[src/rtl/xs3_pkg.sv]
// Shared constants and state type for the excess-3 to BCD packer.
// The XS3_ERR_EN macro selects invalid-code detection in xs3_digit_dec.
package xs3_pkg;
  localparam logic [3:0] XS3_OFFSET  = 4'd3;
  localparam logic [3:0] XS3_MIN     = 4'd3;
  localparam logic [3:0] XS3_MAX     = 4'd12;
  localparam logic [3:0] BCD_INVALID = 4'hF;

  typedef enum logic {FILL, HOLD} state_t;
endpackage

[src/rtl/xs3_digit_dec.sv]
// Single-digit excess-3 to BCD decoder, purely combinational.
// With XS3_ERR_EN defined, codes outside 3..12 flag invalid and decode to 0xF.
module xs3_digit_dec
  import xs3_pkg::*;
(
  input  logic [3:0] in_digit,
  output logic [3:0] bcd,
  output logic       invalid
);

`ifdef XS3_ERR_EN
  always_comb begin
    invalid = (in_digit < XS3_MIN) || (in_digit > XS3_MAX);
    bcd     = invalid ? BCD_INVALID : (in_digit - XS3_OFFSET);
  end
`else
  // No checking: the nibble simply wraps modulo 16.
  always_comb begin
    invalid = 1'b0;
    bcd     = in_digit - XS3_OFFSET;
  end
`endif

endmodule

[src/rtl/xs3_to_bcd_packer.sv]
// Streams excess-3 digits in, packs them MSD-first into NDIG-digit BCD words.
// state | meaning:  FILL | accumulating digits;  HOLD | word presented on output.
// Error reporting depends on XS3_ERR_EN (see xs3_digit_dec).
module xs3_to_bcd_packer
  import xs3_pkg::*;
#(
  parameter  int NDIG = 4,
  localparam int CW   = $clog2(NDIG + 1)
) (
  input  logic              clk,
  input  logic              rst,
  input  logic              in_valid,
  output logic              in_ready,
  input  logic [3:0]        in_digit,
  input  logic              in_last,
  output logic              out_valid,
  input  logic              out_ready,
  output logic [4*NDIG-1:0] out_data,
  output logic [CW-1:0]     out_ndig,
  output logic              out_err
);

  state_t            state, state_nxt;
  logic [3:0]        bcd;
  logic              invalid;
  logic              accept, complete;
  logic [4*NDIG-1:0] acc, acc_nxt;
  logic [CW-1:0]     cnt;
  logic              err_acc;

  xs3_digit_dec u_dec (
    .in_digit (in_digit),
    .bcd      (bcd),
    .invalid  (invalid)
  );

  assign out_valid = (state == HOLD);
  // Depends only on registered state and out_ready, never on in_valid.
  assign in_ready  = !out_valid || out_ready;
  assign accept    = in_valid && in_ready;
  assign complete  = accept && (in_last || (cnt == CW'(NDIG - 1)));
  assign acc_nxt   = {acc[4*NDIG-5:0], bcd};

  always_ff @(posedge clk or posedge rst) begin
    if (rst) state <= FILL;
    else     state <= state_nxt;
  end

  always_comb begin
    state_nxt = state;
    if (complete)                    state_nxt = HOLD;
    else if (out_valid && out_ready) state_nxt = FILL;
  end

  always_ff @(posedge clk or posedge rst) begin
    if (rst) begin
      acc      <= '0;
      cnt      <= '0;
      err_acc  <= 1'b0;
      out_data <= '0;
      out_ndig <= '0;
      out_err  <= 1'b0;
    end else if (complete) begin
      out_data <= acc_nxt;
      out_ndig <= cnt + CW'(1);
      out_err  <= err_acc | invalid;
      acc      <= '0;
      cnt      <= '0;
      err_acc  <= 1'b0;
    end else if (accept) begin
      acc      <= acc_nxt;
      cnt      <= cnt + CW'(1);
      err_acc  <= err_acc | invalid;
    end
  end

endmodule

[config.mk]
export PLATFORM = sky130hd
export DESIGN_NAME = xs3_to_bcd_packer
export DESIGN_NICKNAME = d
export VERILOG_FILES = /design/src/rtl/xs3_pkg.sv /design/src/rtl/xs3_digit_dec.sv /design/src/rtl/xs3_to_bcd_packer.sv
export SDC_FILE = /design/constraint.sdc
export NUM_CORES = 1
export LEC_CHECK = 0
export ABC_AREA = 1
export CORE_AREA = 4 4 73 75
export CTS_CLUSTER_DIAMETER = 120
export DETAILED_ROUTE_END_ITERATION = 16
export DIE_AREA = 0 0 77 79
export PLACE_DENSITY_LB_ADDON = 0.25
export SYNTH_ARGS = -nofsm -noshare
export SYNTH_HDL_FRONTEND = slang
export SYNTH_HIERARCHICAL = 1
export SYNTH_SLANG_ARGS = --single-unit
[constraint.sdc]
create_clock -name clk -period 1.7 [get_ports clk]
set_input_delay 0.425 -clock clk [delete_from_list [all_inputs] [get_ports clk]]
set_output_delay 0.425 -clock clk [all_outputs]
set_load 0.01 [all_outputs]
Word level (Yosys, flattened, before mapping)
Index checks and enable logic that the tools add are counted.

word-level totals
  flip-flop bits (word level) = 35
  logic and storage cells = 22

cells by class
  add/subtract/negate cells = 2
  equal/unequal tests = 1
  muxes and demuxes = 6
  reductions and logical operators = 8

operators with widths
  operator                                          number
  2-to-1 mux 12 bit                                 2
  2-to-1 mux 3 bit                                  2
  nonzero test 2 bit                                2
  subtractor 4 x 2 -> 4 bit, second input constant  1
  adder 3 x 1 -> 3 bit, second input constant       1
  == test 3 x 2 -> 1 bit, second input constant     1
  logical AND 1 bit                                 3
  logical OR 1 bit                                  2
  2-to-1 mux 1 bit                                  2
  zero test 1 bit                                   1

Logic depth before layout (Yosys ltp)
Gate-level depths: netlist (run 1).

  depth in word-level cells = 5
  depth in mapped cells = 8

Hierarchy
Netlist (run 1), hierarchy kept.

by module, submodules not included
  module             instances  cells each  area an instance (µm²)
  xs3_to_bcd_packer  1          175         1,587.8
  xs3_digit_dec      1          12          63.8

Worst setup path after synthesis (run 1)
OpenSTA, ideal clock, no wires.

  kind = register to register
  from = register cnt[0]
  to = register acc[2]
  setup time = 76 ps
  arrival time = 1,259 ps
  slack = 365 ps
  stages on the path, launching flop included = 7
  clock period less this slack = 1,335 ps
  cells stage by stage = dfrtp_1 ha_1 ha_1 nor2_4 buf_4 nand2_1 o21ai_1

between the ends
  cells in the longest elaborated chain, start to end = 4
  elaborated cells on any way between the ends = 5
  those cells by class = eq/ne: 1; mux: 1; reduce/logical: 3

RTL lines
  what                                                     line                     source
  from (decl)                                              xs3_to_bcd_packer.sv:28  logic [CW-1:0] cnt;
  from (signal assigned)                                   xs3_to_bcd_packer.sv:72  cnt <= cnt + CW'(1);
  == test 3 x 2 -> 1 bit (*)                               xs3_to_bcd_packer.sv:41  assign complete = accept && (in_last || (cnt == CW'(NDIG - 1)));
  logical OR 1 bit (*)                                     xs3_to_bcd_packer.sv:41
  logical AND 1 bit (*)                                    xs3_to_bcd_packer.sv:41
  2-to-1 mux 12 bit or nonzero test 2 bit (tied branches)  --
  to (signal assigned)                                     xs3_to_bcd_packer.sv:71  acc <= acc_nxt;
  to (decl)                                                xs3_to_bcd_packer.sv:27  logic [4*NDIG-1:0] acc, acc_nxt;

Mark *: on every way between the ends. The rest lies on a longest branch, timed or not.
A chain may end at the register's enable or synchronous reset.

Final worst setup path (run 1)
  from = input port out_ready
  to = output port in_ready

between the ends
  cells in the longest elaborated chain, start to end = 1

RTL lines
  what              line                     source
  from (decl)       xs3_to_bcd_packer.sv:17  input logic out_ready,
  logical OR 1 bit  xs3_to_bcd_packer.sv:39  assign in_ready = !out_valid || out_ready;
  to (decl)         xs3_to_bcd_packer.sv:13  output logic in_ready,

No other way between the ends.

==> impl_metrics.json, run 1 <==
{
  "nets": 234,
  "die_h_um": 79,
  "min_path_type": "register to register",
  "setup_viol": 0,
  "start_util_pct": 35.4,
  "postSynthCellCount": 187,
  "hold_ws_ns": 0.468,
  "critical_path_class": "primary input to output port",
  "cts_hold_buf": 0,
  "final_core_util_pct": 45.7,
  "clock-sinks": 37,
  "slowest_delay_ns": 0.45,
  "ctsLongestPathBuffers": 2,
  "regArea_um2": 926,
  "arrival_ns": 1.22,
  "gp_congestion": 0.776,
  "port_buffers": 30,
  "leakagePower_nw": 1.05,
  "p_per_area_nw_per_um2": 1080,
  "grt_overflow": 0,
  "clkLatencyLatePin_ns": 0.29,
  "fillCellCount": 480,
  "cap_violations": 0,
  "ir_drop_mv": 0.492,
  "htreeDepth": 2,
  "min_period_over_period_pct": 96.5,
  "fin_skew_ns": 0.00287,
  "syn_area_um2": 1650,
  "cts_tree": "built",
  "crit_slowest_cell": "clkdlybuf4s50_1",
  "cp.required_ns": 1.27,
  "grt_pass1_vias": 1288,
  "via_count": 1325,
  "status": "finished clean",
  "tns_ns": 0,
  "hpwl_um": 2370,
  "finalPower_mw": 2.29,
  "grt_pass1_wl_um": 5820,
  "synth_cell_type_count": 16,
  "fin_crit_ns": 1.64,
  "final_hold_viol_count": 0,
  "multi_input_area_um2": 593,
  "row_count": 25,
  "drive_above_1_share_pct": 9.42,
  "dieArea_um2": 6080,
  "yosysSeqAreaShare_pct": 56.1,
  "die_w_um": 77,
  "cts-root-buf": "clkbuf_8",
  "cp_cell_sequence": "clkdlybuf4s50_1, inv_1, nand2_2, clkdlybuf4s15_1",
  "setup_slack_ns": 0.0599,
  "numCtsBuffers": 5,
  "syn-num-nets": 199,
  "grtUsageTotal_pct": 12.2,
  "dr.pass1.iters": 4,
  "synth_top_cell_by_area": "dfrtp_1",
  "cp-end-kind": "output port",
  "grt_max_degree": 38,
  "yosysWarnings": 6,
  "io_pins": 31,
  "core_um2": 4660,
  "area_delta_synth_final_pct": 29.1,
  "via_per_inst": 4.78,
  "cts_setup_buffers": 0,
  "cp_max_fo": 2,
  "layout_commonest_cell": "nand2_1",
  "startpoint_type": "primary input",
  "place_ws_ns": -0.245,
  "wirelength_um": 3380,
  "synth_top_area_share_pct": 56.1,
  "path_clk_slew_ns": 0.07,
  "synth.avg_cell_area_um2": 8.83,
  "ys_top_cells_by_area": "dfrtp_1 56%, nand2_1 18%, nand4_1 8.3%",
  "drc_errors": 0,
  "mostFrequentLayoutCells": "79 x nand2_1, 37 x dfrtp_1, 29 x clkdlybuf4s50_1, 22 x nand4_1, 14 x o21ai_1",
  "synth-seq-cells": 37,
  "grt_setup_unrepaired": "false",
  "ant_nets": 0,
  "final_max_slew_viol_count": 0,
  "drtIter0Drc": 70,
  "max_freq_mhz": 610,
  "routedWlPerCell_um": 12.2,
  "insertedDiodeCount": 0,
  "antenna_found_initial": 0
}
[flip-flops by register name, indices dropped and copies added, names as in the netlist]
register	flops
acc	12
cnt	3
err_acc	1
out_data	16
out_err	1
out_ndig	3
out_valid	1
[path summary, 6_finish.rpt]
kind | slack [ns] | from | cells after the start | to
min reg2reg | 0.47 | out_data[13]$_DFFE_PP0P_ | 2 | out_data[13]$_DFFE_PP0P_
min | 0.47 | out_data[13]$_DFFE_PP0P_ | 2 | out_data[13]$_DFFE_PP0P_
max in group asynchronous | 1.02 | rst | 3 | out_data[11]$_DFFE_PP0P_
min in group asynchronous | 0.48 | rst | 3 | out_err$_DFFE_PP0P_
max reg2reg | 0.30 | cnt[0]$_DFFE_PP0P_ | 7 | out_data[7]$_DFFE_PP0P_
max | 0.06 | out_ready | 4 | in_ready
[worst max-delay path: cells and delay by family]
kind	cells	cell delay [ns]
buffers and inverters	3	0.72
and+or+nand+nor	1	0.06
[metrics by stage]
stage	cells	area (um2)
4_1_cts	277	2130
6_report	277	2130
3_5_place_dp	269	2050
5_1_grt	277	2130
2_1_floorplan	187	1650
3_3_place_gp	269	2050
[Yosys cell counts]
master / n
nand2_1: 79
dfrtp_1: 37
nand4_1: 22
o21ai_1: 14
inv_1: 11
buf_2: 7
buf_4: 4
ha_1: 3
buf_6: 2
nand2_2: 2
conb_1: 1
inv_2: 1
nand3_1: 1
nand3_2: 1
nor2_4: 1
xnor2_1: 1
[cells by family (layout without fill, tap and decap cells)]
kind of cell             Yosys count  count (layout)  share of synthesized area (%)
XOR/XNOR                           1               1                          0.530
other                              1               1                          0.227
adder cells (fa/ha/maj)            3               3                           2.27
buffers and inverters             25              61                           8.03
AND/OR/NAND/NOR                  106             106                           28.6
AO/OA/AOI/OAI                     14              14                           4.24
flip-flops                        37              37                           56.1
[cell type report]
class,instances,share of cell area (%)
flip-flops and latches,37,43.4
multi-input cells,125,27.8
repair buffers,41,19.7
clock buffers,8,3.76
well taps,54,3.17
inverters,12,2.11
[layer usage]
layer | vias up | GRT usage (%) | part of all wire (%) | wire length, um
li1 | 674 | - | - | -
met1 | 623 | 13.6 | 46 | 1540
met2 | 21 | 21.7 | 48 | 1640
met3 | 7 | 3.29 | 3.9 | 131
met4 | 0 | 5.87 | 2.1 | 72
met5 | - | 0 | 0 | 0
[timing repair]
item / CTS / global route
endpoints found under the hold margin: 0 / 0
cloned: 0 / 0
endpoints found under the setup margin: 1 / 1
resized for setup: 1 / 1
[power by group]
part	switching [mW]	leakage, nW	internal [mW]	total (mW)
clock network	0.289	0.0395	0.291	0.580
logic	0.294	0.524	0.313	0.607
registers	0.0826	0.490	1.03	1.11
total	0.665	1.05	1.63	2.29
No activity file was read; power rests on OpenSTA's default activity.
==> run 2, diff against run 1 <==
Settings changed: RECOVER_POWER set to 50, SKIP_LAST_GASP set to 1.
==> run 2 against run 1 <==
  * Critical path depth stayed put
  * Largest cell class unchanged
  * Critical path type unchanged
  * Clock-buffer cell count stayed put
  * Wire length is 0.18% higher
  * Combinational power is 1% lower
  * Setup slack hardly changed
  * Largest power group unchanged
==> impl_metrics.json, run 2 (same netlist as run 1, synthesis figures left out) <==
{
  "status": "finished clean",
  "final_core_util_pct": 45.3,
  "grt_setup_unrepaired": "false",
  "leakagePower_nw": 1.05,
  "r2r_end": "out_data[4]$_DFFE_PP0P_",
  "dieArea_um2": 6080,
  "cts_hold_buf": 0,
  "min_from": "out_data[13]$_DFFE_PP0P_",
  "largestRegisters": "out_data: 16 flops, acc: 12 flops",
  "cp.required_ns": 1.27,
  "power.internal_mw": 1.62,
  "whs_endpoint": "out_data[13]$_DFFE_PP0P_",
  "min_path_type": "register to register",
  "numCtsBuffers": 5,
  "drtIter0Drc": 68,
  "drive_above_1_share_pct": 9.42,
  "fin_skew_ns": 0.00287,
  "relSlewSlack_pct": 40.0,
  "core_um2": 4660,
  "final_max_slew_viol_count": 0,
  "row_count": 25,
  "start_util_pct": 35.4,
  "cp_max_fo": 2,
  "grtUsageTotal_pct": 12.2,
  "worstMarginPinSlew_ns": 0.901,
  "grt_max_degree": 38,
  "r2r_cells": 8,
  "largest_register_ffs": 16,
  "cp-end-kind": "output port",
  "reg2reg_slack_ns": 0.23,
  "clock-sinks": 37,
  "regMostFlops": "out_data",
  "final_hold_viol_count": 0,
  "use_met2_pct": 21.7,
  "hpwl_um": 2370,
  "cap_violations": 0,
  "arrival_ns": 1.22,
  "grt_overflow": 0,
  "finalPower_mw": 2.29,
  "dr.pass1.iters": 4,
  "wirelength_um": 3390,
  "cts_setup_buffers": 0,
  "pwr-share-seq_pct": 48.4,
  "layout_commonest_cell": "nand2_1",
  "via_count": 1326,
  "ctsLongestPathBuffers": 2,
  "met3_usage_pct": 3.29,
  "via_per_inst": 4.79,
  "cts_tree": "built",
  "routedWlPerCell_um": 12.2,
  "insertedDiodeCount": 0,
  "ant_nets": 0,
  "busiest_layer": "met2",
  "drc_errors": 0,
  "hold_ws_ns": 0.468,
  "gp_congestion": 0.776,
  "switchingPower_uw": 665,
  "fin_crit_ns": 1.64,
  "antenna_found_initial": 0,
  "pwr-share-clk_pct": 25.4,
  "ctsResizeCount": 1,
  "port_buffers": 30,
  "combPwrFrac_pct": 26.2,
  "cts-root-buf": "clkbuf_8",
  "tns_ns": 0,
  "ir_drop_mv": 0.491,
  "critical_path_class": "primary input to output port",
  "die_h_um": 79,
  "htreeDepth": 2,
  "use_met1_pct": 13.6,
  "path_clk_slew_ns": 0.07,
  "max_freq_mhz": 610,
  "switching_share_pct": 29.1,
  "grt_pass1_wl_um": 5820,
  "area_delta_synth_final_pct": 27.9,
  "grt_pass1_vias": 1288,
  "rr_startpoint": "cnt[0]$_DFFE_PP0P_",
  "mostFrequentLayoutCells": "79 x nand2_1, 37 x dfrtp_1, 28 x clkdlybuf4s50_1, 22 x nand4_1, 14 x o21ai_1",
  "die_w_um": 77,
  "nets": 234,
  "setup_viol": 0,
  "clkLatencyLatePin_ns": 0.29,
  "p_per_area_nw_per_um2": 1080,
  "min_period_over_period_pct": 96.5,
  "startpoint_type": "primary input",
  "io_pins": 31,
  "min_delay_path_depth": 2
}
==> run 2: changes by cell type in the layout (fill, tap and decap cells not counted) <==
cell / previous run / this run
dlygate4sd3_1: 0 / 1
clkbuf_2: 0 / 3
buf_4: 8 / 6
clkdlybuf4s50_1: 29 / 28
buf_12: 3 / 2
==> run 2: how the worst max path moves through the flow <==
stage	start	end	slack, ns	depth (start not counted)
floorplan	cnt[0]$_DFFE_PP0P_	acc[2]$_DFFE_PP0P_	0.36	6
global placement	out_ready	in_ready	-0.24	4
detailed placement	out_ready	in_ready	-0.24	4
CTS	out_ready	in_ready	0.02	4
global route	out_ready	in_ready	0.02	4
finish	out_ready	in_ready	0.06	4
==> run 2: worst max-delay path: stages <==
cell and delay [ns]:
clkdlybuf4s50_1 0.45, inv_1 0.04, nand2_2 0.06, clkdlybuf4s15_1 0.23
==> run 2: layout make-up <==
class | count | area, um2
well taps | 54 | 67.6
repair buffers | 41 | 400
flip-flops and latches | 37 | 926
fillers | 484 | 2550
clock buffers | 8 | 80.1
multi-input cells | 125 | 593
inverters | 12 | 45.0
==> run 2: per-stage QoR <==
step / setup slack (ns) / instances / area (um2)
floorplan: 0.365 / 187 / 1650
global placement: -0.245 / 269 / 2050
detailed placement: -0.245 / 269 / 2050
CTS: 0.0220 / 277 / 2130
global route: 0.0181 / 277 / 2110
finish: 0.0599 / 277 / 2110
==> run 2: metal layers <==
metal	share of wire (%)	vias to the layer above
li1	-	674
met1	46	624
met2	48	21
met3	3.9	7
met4	2.1	0
met5	0	-
==> run 2: power by group through the flow <==
stage               clock (mW)  combinational (mW)  sequential (mW)
floorplan                    0               0.266             1.16
global placement             0               0.611             1.12
detailed placement           0               0.620             1.13
CTS                      0.607               0.619             1.11
global route             0.645               0.666             1.13
finish                   0.580               0.600             1.11
